[config.mk]
export PLATFORM = sky130hd
export DESIGN_NAME = dxm_mux_seq
export DESIGN_NICKNAME = d
export VERILOG_FILES = /design/src/rtl/dxm_mux_seq.sv
export SDC_FILE = /design/constraint.sdc
export NUM_CORES = 1
export LEC_CHECK = 0
export CAP_MARGIN = 40
export CORE_ASPECT_RATIO = 1.2
export CORE_MARGIN = 2
export CORE_UTILIZATION = 38
export DETAILED_ROUTE_END_ITERATION = 8
export GPL_TIMING_DRIVEN = 0
export PLACE_DENSITY_LB_ADDON = 0.3
export SLEW_MARGIN = 20
export SYNTH_ARGS = -nofsm -noshare
export SYNTH_HDL_FRONTEND = slang
export SYNTH_SLANG_ARGS = --single-unit
[constraint.sdc]
create_clock -name clk -period 5.2 [get_ports clk]
set_clock_uncertainty 0.15 [all_clocks]
set_input_delay 0.78 -clock clk [delete_from_list [all_inputs] [get_ports clk]]
set_output_delay 0.78 -clock clk [all_outputs]
set_load 0.02 [all_outputs]
[src/rtl/dxm_mux_seq.sv]
// dxm_mux_seq: registered NUM_IN:1 valid/ready channel mux with deferred channel switching.
//
// Selects one of NUM_IN source channels and forwards its beats through a single-entry output
// register to one sink. A channel switch, requested with sel_load, is applied only after the
// output register has drained. No beat is dropped, duplicated or mixed across channels.
//
// Ports:
//   clk, rst    clock, asynchronous active-high reset
//   enable      1 = forwarding allowed; 0 = drain the held beat, then go idle
//   sel         requested channel index, captured on sel_load
//   sel_load    one-cycle strobe; a later strobe overwrites an unserviced one
//   in_data     channel k occupies bits [k*WIDTH +: WIDTH]
//   in_valid    per-channel valid
//   in_ready    per-channel ready (combinational from state, out_valid, out_ready)
//   out_data    registered output data
//   out_valid   output register holds a beat
//   out_ready   sink accepts the beat
//   cur_sel     active channel index
//   busy        FSM not idle, or a beat is still held
//   sel_err     (only with DXM_MUX_SEQ_ERR_EN) sticky error flag, cleared only by rst
//
// Optional feature macro: DXM_MUX_SEQ_ERR_EN. When it is defined, sel_err is added. It sets on
// an out-of-range sel_load, or when a stalled non-selected channel drops its valid.
module dxm_mux_seq #(
  parameter int unsigned WIDTH  = 32,
  parameter int unsigned NUM_IN = 4,
  parameter int unsigned SEL_W  = 2
) (
  input  logic                    clk,
  input  logic                    rst,
  input  logic                    enable,
  input  logic [SEL_W-1:0]        sel,
  input  logic                    sel_load,
  input  logic [NUM_IN*WIDTH-1:0] in_data,
  input  logic [NUM_IN-1:0]       in_valid,
  output logic [NUM_IN-1:0]       in_ready,
  output logic [WIDTH-1:0]        out_data,
  output logic                    out_valid,
  input  logic                    out_ready,
  output logic [SEL_W-1:0]        cur_sel,
  output logic                    busy
`ifdef DXM_MUX_SEQ_ERR_EN
  ,
  output logic                    sel_err
`endif
);

  typedef enum logic [1:0] {StIdle, StRun, StDrain} state_e;

  state_e           state_q, state_d;
  logic [SEL_W-1:0] cur_sel_q, cur_sel_d;
  logic [SEL_W-1:0] pend_sel_q, pend_sel_d;
  logic             pend_vld_q, pend_vld_d;
  logic [WIDTH-1:0] out_data_q, out_data_d;
  logic             out_valid_q, out_valid_d;

  logic             sel_in_range;
  logic             load_ok;
  logic             slot_free;
  logic             apply;
  logic             cur_valid;
  logic [WIDTH-1:0] cur_data;
  logic             xfer;

  assign sel_in_range = (32'(sel) < NUM_IN);
  assign load_ok      = sel_load & sel_in_range;
  // The output register can take a new beat if it is empty or being emptied this cycle.
  assign slot_free    = !out_valid_q || out_ready;

  // Source mux on the active channel.
  always_comb begin
    cur_valid = 1'b0;
    cur_data  = '0;
    for (int unsigned k = 0; k < NUM_IN; k++) begin
      if (cur_sel_q == SEL_W'(k)) begin
        cur_valid = in_valid[k];
        cur_data  = in_data[k*WIDTH +: WIDTH];
      end
    end
  end

  assign xfer = (state_q == StRun) && cur_valid && slot_free;

  // FSM: state register.
  always_ff @(posedge clk or posedge rst) begin
    if (rst) begin
      state_q <= StIdle;
    end else begin
      state_q <= state_d;
    end
  end

  // FSM: next state. 'apply' marks the cycle a pending switch takes effect.
  always_comb begin
    state_d = state_q;
    apply   = 1'b0;
    unique case (state_q)
      StIdle: begin
        if (enable) begin
          state_d = StRun;
          apply   = pend_vld_q;
        end
      end
      StRun: begin
        // A beat accepted in this cycle is still captured by the output register.
        if (pend_vld_q || !enable) begin
          state_d = StDrain;
        end
      end
      StDrain: begin
        if (slot_free) begin
          state_d = enable ? StRun : StIdle;
          apply   = pend_vld_q;
        end
      end
      default: state_d = StIdle;
    endcase
  end

  // FSM: outputs.
  always_comb begin
    in_ready = '0;
    for (int unsigned k = 0; k < NUM_IN; k++) begin
      in_ready[k] = (state_q == StRun) && (cur_sel_q == SEL_W'(k)) && slot_free;
    end
    busy = (state_q != StIdle) || out_valid_q;
  end

  // Select bookkeeping. A switch being applied uses the older pend_sel, and a request strobed
  // in that same cycle stays pending for the next drain.
  always_comb begin
    cur_sel_d  = apply ? pend_sel_q : cur_sel_q;
    pend_sel_d = pend_sel_q;
    pend_vld_d = pend_vld_q;
    if (load_ok) begin
      pend_sel_d = sel;
      pend_vld_d = 1'b1;
    end else if (apply) begin
      pend_vld_d = 1'b0;
    end
  end

  // Output register.
  always_comb begin
    out_data_d  = out_data_q;
    out_valid_d = out_valid_q;
    if (xfer) begin
      out_data_d  = cur_data;
      out_valid_d = 1'b1;
    end else if (out_ready) begin
      out_valid_d = 1'b0;
    end
  end

  always_ff @(posedge clk or posedge rst) begin
    if (rst) begin
      cur_sel_q   <= '0;
      pend_sel_q  <= '0;
      pend_vld_q  <= 1'b0;
      out_data_q  <= '0;
      out_valid_q <= 1'b0;
    end else begin
      cur_sel_q   <= cur_sel_d;
      pend_sel_q  <= pend_sel_d;
      pend_vld_q  <= pend_vld_d;
      out_data_q  <= out_data_d;
      out_valid_q <= out_valid_d;
    end
  end

  assign out_data  = out_data_q;
  assign out_valid = out_valid_q;
  assign cur_sel   = cur_sel_q;

`ifdef DXM_MUX_SEQ_ERR_EN
  logic [NUM_IN-1:0] stall_q;
  logic [NUM_IN-1:0] unsel;
  logic              drop;
  logic              sel_err_q, sel_err_d;

  always_comb begin
    unsel = '0;
    for (int unsigned k = 0; k < NUM_IN; k++) begin
      unsel[k] = (cur_sel_q != SEL_W'(k));
    end
  end

  // A channel that was stalled last cycle and has now withdrawn valid broke its handshake.
  assign drop      = |(stall_q & ~in_valid & unsel);
  assign sel_err_d = sel_err_q || (sel_load && !sel_in_range) || drop;

  always_ff @(posedge clk or posedge rst) begin
    if (rst) begin
      stall_q   <= '0;
      sel_err_q <= 1'b0;
    end else begin
      stall_q   <= in_valid & ~in_ready;
      sel_err_q <= sel_err_d;
    end
  end

  assign sel_err = sel_err_q;
`endif

endmodule
==> results of run 1 <==
report_power, final:
group | total, mW | switching (mW) | internal (mW) | leakage (nW)
clock | 0.277 | 0.107 | 0.169 | 0.0645
sequential | 0.550 | 0.0880 | 0.462 | 0.473
combinational | 1.48 | 0.606 | 0.877 | 1.34
total | 2.31 | 0.801 | 1.51 | 1.88
through the flow:
step,cell area [µm²],util [%]
after global routing,4560,70.7
after CTS,4560,70.7
final,4560,70.7
after floorplan,2530,-
after global placement,4410,68.5
after detailed placement,4430,68.8
synthesized netlist by cell type, drive strengths merged:
master	instances
dfrtp	40
mux2	36
nand3	1
or3	2
a31o	1
nor4	2
nand2	1
nor2b	2
a21oi	2
buf	10
a211oi	1
clkbuf	2
inv	3
nor3	3
a2111oi	1
o21ai	1
nand2b	2
mux4	32
mux2i	2
nor2	2
o21bai	1
cells by family (layout without fill, tap and decap cells):
| group | Yosys count | after routing | synth area share [%] |
|---|---|---|---|
| AO/OA/AOI/OAI | 7 | 7 | 2.58 |
| flip-flops | 40 | 40 | 39.6 |
| buffers and inverters | 15 | 202 | 3.66 |
| multiplexers | 70 | 70 | 50.1 |
| AND/OR/NAND/NOR | 15 | 15 | 4.01 |
state kept, by name (all words and copies together), names as in the netlist:
name	flops
out_data	32
cur_sel	2
pend_sel_q	2
state_q	2
out_valid	1
pend_vld_q	1
layer usage:
metal | share of wire, % | GRT usage [%] | vias to the layer above | routed length (µm)
met5 | 0 | 0 | - | 0
met4 | 1.2 | 5.41 | 0 | 91
met3 | 6.9 | 4.92 | 9 | 517
met2 | 57 | 38.1 | 96 | 4280
met1 | 35 | 22.7 | 1046 | 2610
li1 | - | - | 960 | -
critical path, stage by stage:
cell             delay [ns]
clkdlybuf4s50_1        0.48
nand2b_1               0.22
nand3_1                0.13
nor3_1                 0.18
clkdlybuf4s50_1        0.63
final cells by class:
type / instances / area, µm² / share of cell area, %
timing repair buffer: 179 / 1800 / 39.5
sequential: 40 / 1000 / 21.9
clock buffer: 7 / 96.3 / 2.11
inverter: 3 / 11.3 / 0.247
tap: 85 / 106 / 2.33
clock inverter: 1 / 30.0 / 0.658
multi-input combinational: 92 / 1430 / 31.4
buffer: 12 / 81.3 / 1.78
final timing paths:
| path | end | startpoint | cells after the start | slack [ns] |
|---|---|---|---|---|
| max | in_ready[1] | out_ready | 5 | 1.85 |
| min in group asynchronous | out_data[9]$_DFFE_PP0P_ | rst | 2 | 0.64 |
| max reg2reg | out_data[31]$_DFFE_PP0P_ | cur_sel[1]$_DFFE_PP0P_ | 4 | 3.09 |
| max in group asynchronous | out_data[17]$_DFFE_PP0P_ | rst | 3 | 3.81 |
| min | pend_sel_q[0]$_DFFE_PP0P_ | pend_sel_q[0]$_DFFE_PP0P_ | 1 | 0.36 |
| min reg2reg | pend_sel_q[0]$_DFFE_PP0P_ | pend_sel_q[0]$_DFFE_PP0P_ | 1 | 0.36 |
==> results_dict.tcl, run 1 <==
set metrics [dict create \
    area.growth.synth_to_final_pct 80.5 \
    cts_resized 0 \
    remaining_drc_errors 0 \
    first_pass_iters 4 \
    power_density_nw_per_um2 506 \
    synthTopCellsByArea "dfrtp_1 40%, mux4_2 27%, mux2_4 18%, mux2_2 2.7%, mux4_1 2.1%" \
    crit_path_start_kind "primary input" \
    clockBufferDepth 2 \
    grt-ovfl-total 0 \
    slew_violations 0 \
    finalHoldViolCount 0 \
    hp-class "register to register" \
    antenna_found_initial 0 \
    cts_root_buf "clkbuf_8" \
    cts-htree-levels 2 \
    status "completed" \
    hold_ws_ns 0.363 \
    rows 32 \
    cts_tree "done" \
    drive_gt1_share_pct 27.2 \
    worst_pin_slew_ns 0.662 \
    finalNonFillerCells 419 \
    numCtsBuffers 5 \
    final_cell_mix "178 x clkdlybuf4s50_1, 40 x dfrtp_1, 30 x mux4_2, 30 x mux2_4, 7 x clkbuf_8" \
    crit_type "primary input to output pin" \
    dp_cells 411 \
    end_kind "output pin" \
    yosysWarnings 0 \
    cts_hold_buf 0 \
    grt_max_degree 25 \
    die_h_um 93.3 \
    dp_hpwl_mm 6.21 \
    relSlewSlack_pct 55.8 \
    avgSynthCellArea_um2 17.2 \
    pin_count 179 \
    clk_latency_ns 0.29 \
    ys_ff_latch 40 \
    fmax_mhz 299 \
    start_util_pct 39.2 \
    routed_wl_mm 7.50 \
    post-route-period-util_pct 64.4 \
    netlist_area_um2 2530 \
    power.total_mw 2.31 \
    dieArea_um2 7320 \
    post-place-ws_ns 1.85 \
    grt_usage_pct 20.3 \
    fillCellCount 471 \
    synth_cell_types 28 \
    setup_viol 0 \
    ir_worst_vdd_mv 0.238 \
    wl_per_cell_um 17.9 \
    crit_path_max_fanout 4 \
    period_minus_slack_ns 3.35 \
    die_x_um 78.4 \
    drt_iter0_markers 30 \
    crit_arrival_ns 2.42 \
    yosys.area.top_type_share_pct 39.6 \
    cts.sinks 40 \
    vias 2111 \
    final_common_cell "clkdlybuf4s50_1" \
    antennaDiodeCount 0 \
    post-cts-setup-buffers 0 \
    antenna_left 0 \
    seq_area_frac_synth_pct 39.6 \
    power_leakage_nw 1.88 \
    synthCells 147 \
    via_per_inst 5.04 \
    yosys.area.top_type "dfrtp_1" \
    fp.coreArea_um2 6450 \
    io_buffers 178 \
    syn_nets 286 \
    fin_nets 472 \
    place.gp.congestion 0.708 \
    path_clk_slew_ns 0.08 \
    rsz0062_at_grt "no" \
    fin_ws_ns 1.85 \
    grt_pass1_wl_mm 11.3 \
    cap_violations 0 \
    finalSetupTns_ns 0 \
    worstPathRequired_ns 4.27 \
    grt_pass1_vias 2318 \
]
Note: power is estimated with default switching activity, not from simulation.
==> run 2: changes to the inputs <==
--- a/config.mk
+++ b/config.mk
@@ -8,7 +8,7 @@
 export CAP_MARGIN = 40
 export CORE_ASPECT_RATIO = 1.2
 export CORE_MARGIN = 2
-export CORE_UTILIZATION = 38
+export CORE_UTILIZATION = 35
 export DETAILED_ROUTE_END_ITERATION = 8
 export GPL_TIMING_DRIVEN = 0
 export PLACE_DENSITY_LB_ADDON = 0.3
==> constraint.sdc (replaced) <==
create_clock -name clk -period 3.2 [get_ports clk]
set_clock_uncertainty 0.15 [all_clocks]
set_input_delay 0.48 -clock clk [delete_from_list [all_inputs] [get_ports clk]]
set_output_delay 0.48 -clock clk [all_outputs]
set_load 0.02 [all_outputs]
==> run 2 against run 1 <==
Compared with the run above:
- cell area down 0.44%
- combinational power rose by 63%
- core utilization down 4.9 points
- setup slack worse by 1.4 ns
- non-clock buffer count unchanged
- register-to-register slack got worse by 2.0 ns
- sequential share of layout area grew 0.097 points
- die area rose by 8.2%
- first-iteration DRC count is the same
- clock power is 28% higher
- routed wire length up 1.9%
- global-route usage fell by 0.51 points
- largest power group unchanged
- highest routed layer unchanged
==> results_dict.tcl, run 2 (synthesized netlist as in run 1, its figures left out) <==
set metrics [dict create \
    start_util_pct 36.6 \
    cts_tree "done" \
    die_h_um 97.1 \
    largest_register_ffs 32 \
    cts.sinks 40 \
    slew_violations 0 \
    crit_cells 4 \
    period_minus_slack_ns 2.77 \
    area.growth.synth_to_final_pct 79.7 \
    final_common_cell "clkdlybuf4s50_1" \
    cts_hold_buf 0 \
    critical-path-top-delay-family "buffers and inverters" \
    crit_buf_inv 3 \
    power_leakage_nw 1.87 \
    power_switching_mw 1.29 \
    switching_share_pct 35.3 \
    grt_pass1_wl_mm 11.8 \
    place_area_um2 4440 \
    fp.coreArea_um2 6900 \
    internal_power_mw 2.37 \
    p_comb_share_pct 65.9 \
    fmax_mhz 361 \
    post-route-period-util_pct 86.6 \
    post-cts-setup-buffers 0 \
    remaining_drc_errors 0 \
    postLayoutCellArea_um2 4540 \
    first_pass_iters 4 \
    setup_viol 0 \
    cap_violations 0 \
    worst_pin_slew_ns 0.616 \
    critical_path.slowest_cell "clkdlybuf4s50_1" \
    end_kind "output pin" \
    p_seq_share_pct 24.4 \
    rsz0062_at_grt "no" \
    slowest_delay_ns 0.65 \
    power_density_nw_per_um2 806 \
    antennaDiodeCount 0 \
    antenna_left 0 \
    die_x_um 81.6 \
    dieArea_um2 7920 \
    fin_nets 472 \
    hold_path_depth 1 \
    cts_resized 0 \
    relSlewSlack_pct 58.9 \
    cts_root_buf "clkbuf_8" \
    grt_max_degree 23 \
    crit_path_start_kind "register" \
    path_cells "buf_2 > buf_1 > nor4_1 > clkdlybuf4s50_1" \
    dp_hpwl_mm 6.39 \
    antenna_found_initial 0 \
    grt-ovfl-total 0 \
    numCtsBuffers 5 \
    clkPwrFrac_pct 9.7 \
    wl_per_cell_um 18.2 \
    drive_gt1_share_pct 27.0 \
    finalSetupTns_ns 0 \
    pin_count 179 \
    worstHoldEndpoint "out_data[21]$_DFFE_PP0P_" \
    rows 33 \
    grt_pass1_vias 2416 \
    routed_wl_mm 7.64 \
    clockBufferDepth 2 \
    crit_path_max_fanout 10 \
    ir_worst_vdd_mv 0.443 \
    io_buffers 178 \
    r2r-start "cur_sel[0]$_DFFE_PP0P_" \
    via_per_inst 5.03 \
    worstPathRequired_ns 2.57 \
    drt_iter0_markers 30 \
    reg2regPathDepth 4 \
    r2r-end "out_data[31]$_DFFE_PP0P_" \
    crit_arrival_ns 2.14 \
    clk_latency_ns 0.29 \
    vias 2114 \
    critPathLaunch "cur_sel[1]$_DFFE_PP0P_" \
    status "completed" \
    place.gp.congestion 0.755 \
    final_cell_mix "178 x clkdlybuf4s50_1, 40 x dfrtp_1, 30 x mux4_2, 30 x mux2_4, 7 x clkbuf_8" \
    crit_type "register to output pin" \
    rrSetupSlack_ns 1.11 \
    hp-class "register to register" \
    cts-htree-levels 2 \
    hp-start "out_data[21]$_DFFE_PP0P_" \
    path_clk_slew_ns 0.07 \
    finalHoldViolCount 0 \
    grt_usage_pct 19.8 \
]
## run 2: cell types whose count changed in the layout (fill, tap and decap cells not counted)
cell       previous run  this run
buf_12                1         0
buf_16                0         1
bufinv_16             1         0
## run 2: worst max-delay path by stage
stage,endpoint
after floorplan,in_ready[0]
after global placement,in_ready[0]
after detailed placement,in_ready[0]
after CTS,in_ready[1]
after global routing,in_ready[0]
final,in_ready[0]
## run 2: worst register-to-register path: stages, from the launching register on
cell     delay, ns
dfrtp_1       0.42
buf_6         0.19
buf_2         0.37
mux4_2        0.57
mux2_4        0.28
## run 2: cell type report
| class | instances | area (µm²) |
|---|---|---|
| buffer | 12 | 81.3 |
| clock buffer | 7 | 96.3 |
| fill | 533 | 2350 |
| inverter | 3 | 11.3 |
| multi-input combinational | 92 | 1430 |
| sequential | 40 | 1000 |
| tap | 87 | 109 |
| timing repair buffer | 179 | 1810 |
## run 2: stage by stage
stage | util, % | hold WS, ns | worst slack, ns | std cells | power (mW)
final | 65.9 | 0.359 | 0.430 | 420 | 3.66
after global routing | 65.9 | 0.369 | 0.257 | 420 | 3.87
after CTS | 65.9 | 0.362 | 0.390 | 420 | 3.71
after detailed placement | 64.5 | 0.342 | 0.442 | 413 | 3.35
after global placement | 64.1 | 0.341 | 0.447 | 412 | 3.30
after floorplan | - | 0.325 | 0.953 | 147 | 2.44
## run 2: power by group through the flow
stage / clock [mW] / sequential, mW / combinational, mW
floorplan: 0 / 1.17 / 1.27
global placement: 0 / 0.890 / 2.41
detailed placement: 0 / 0.898 / 2.45
CTS: 0.365 / 0.893 / 2.46
global route: 0.389 / 0.926 / 2.56
finish: 0.354 / 0.893 / 2.41
## run 2: layer usage
metal  vias up  GRT usage (%)  wire length (µm)
met2       105           37.8              4290
li1        961              -                 -
met3        19           4.65               673
met5         -              0                 0
met1      1029           19.3              2450
met4         0           8.21               218
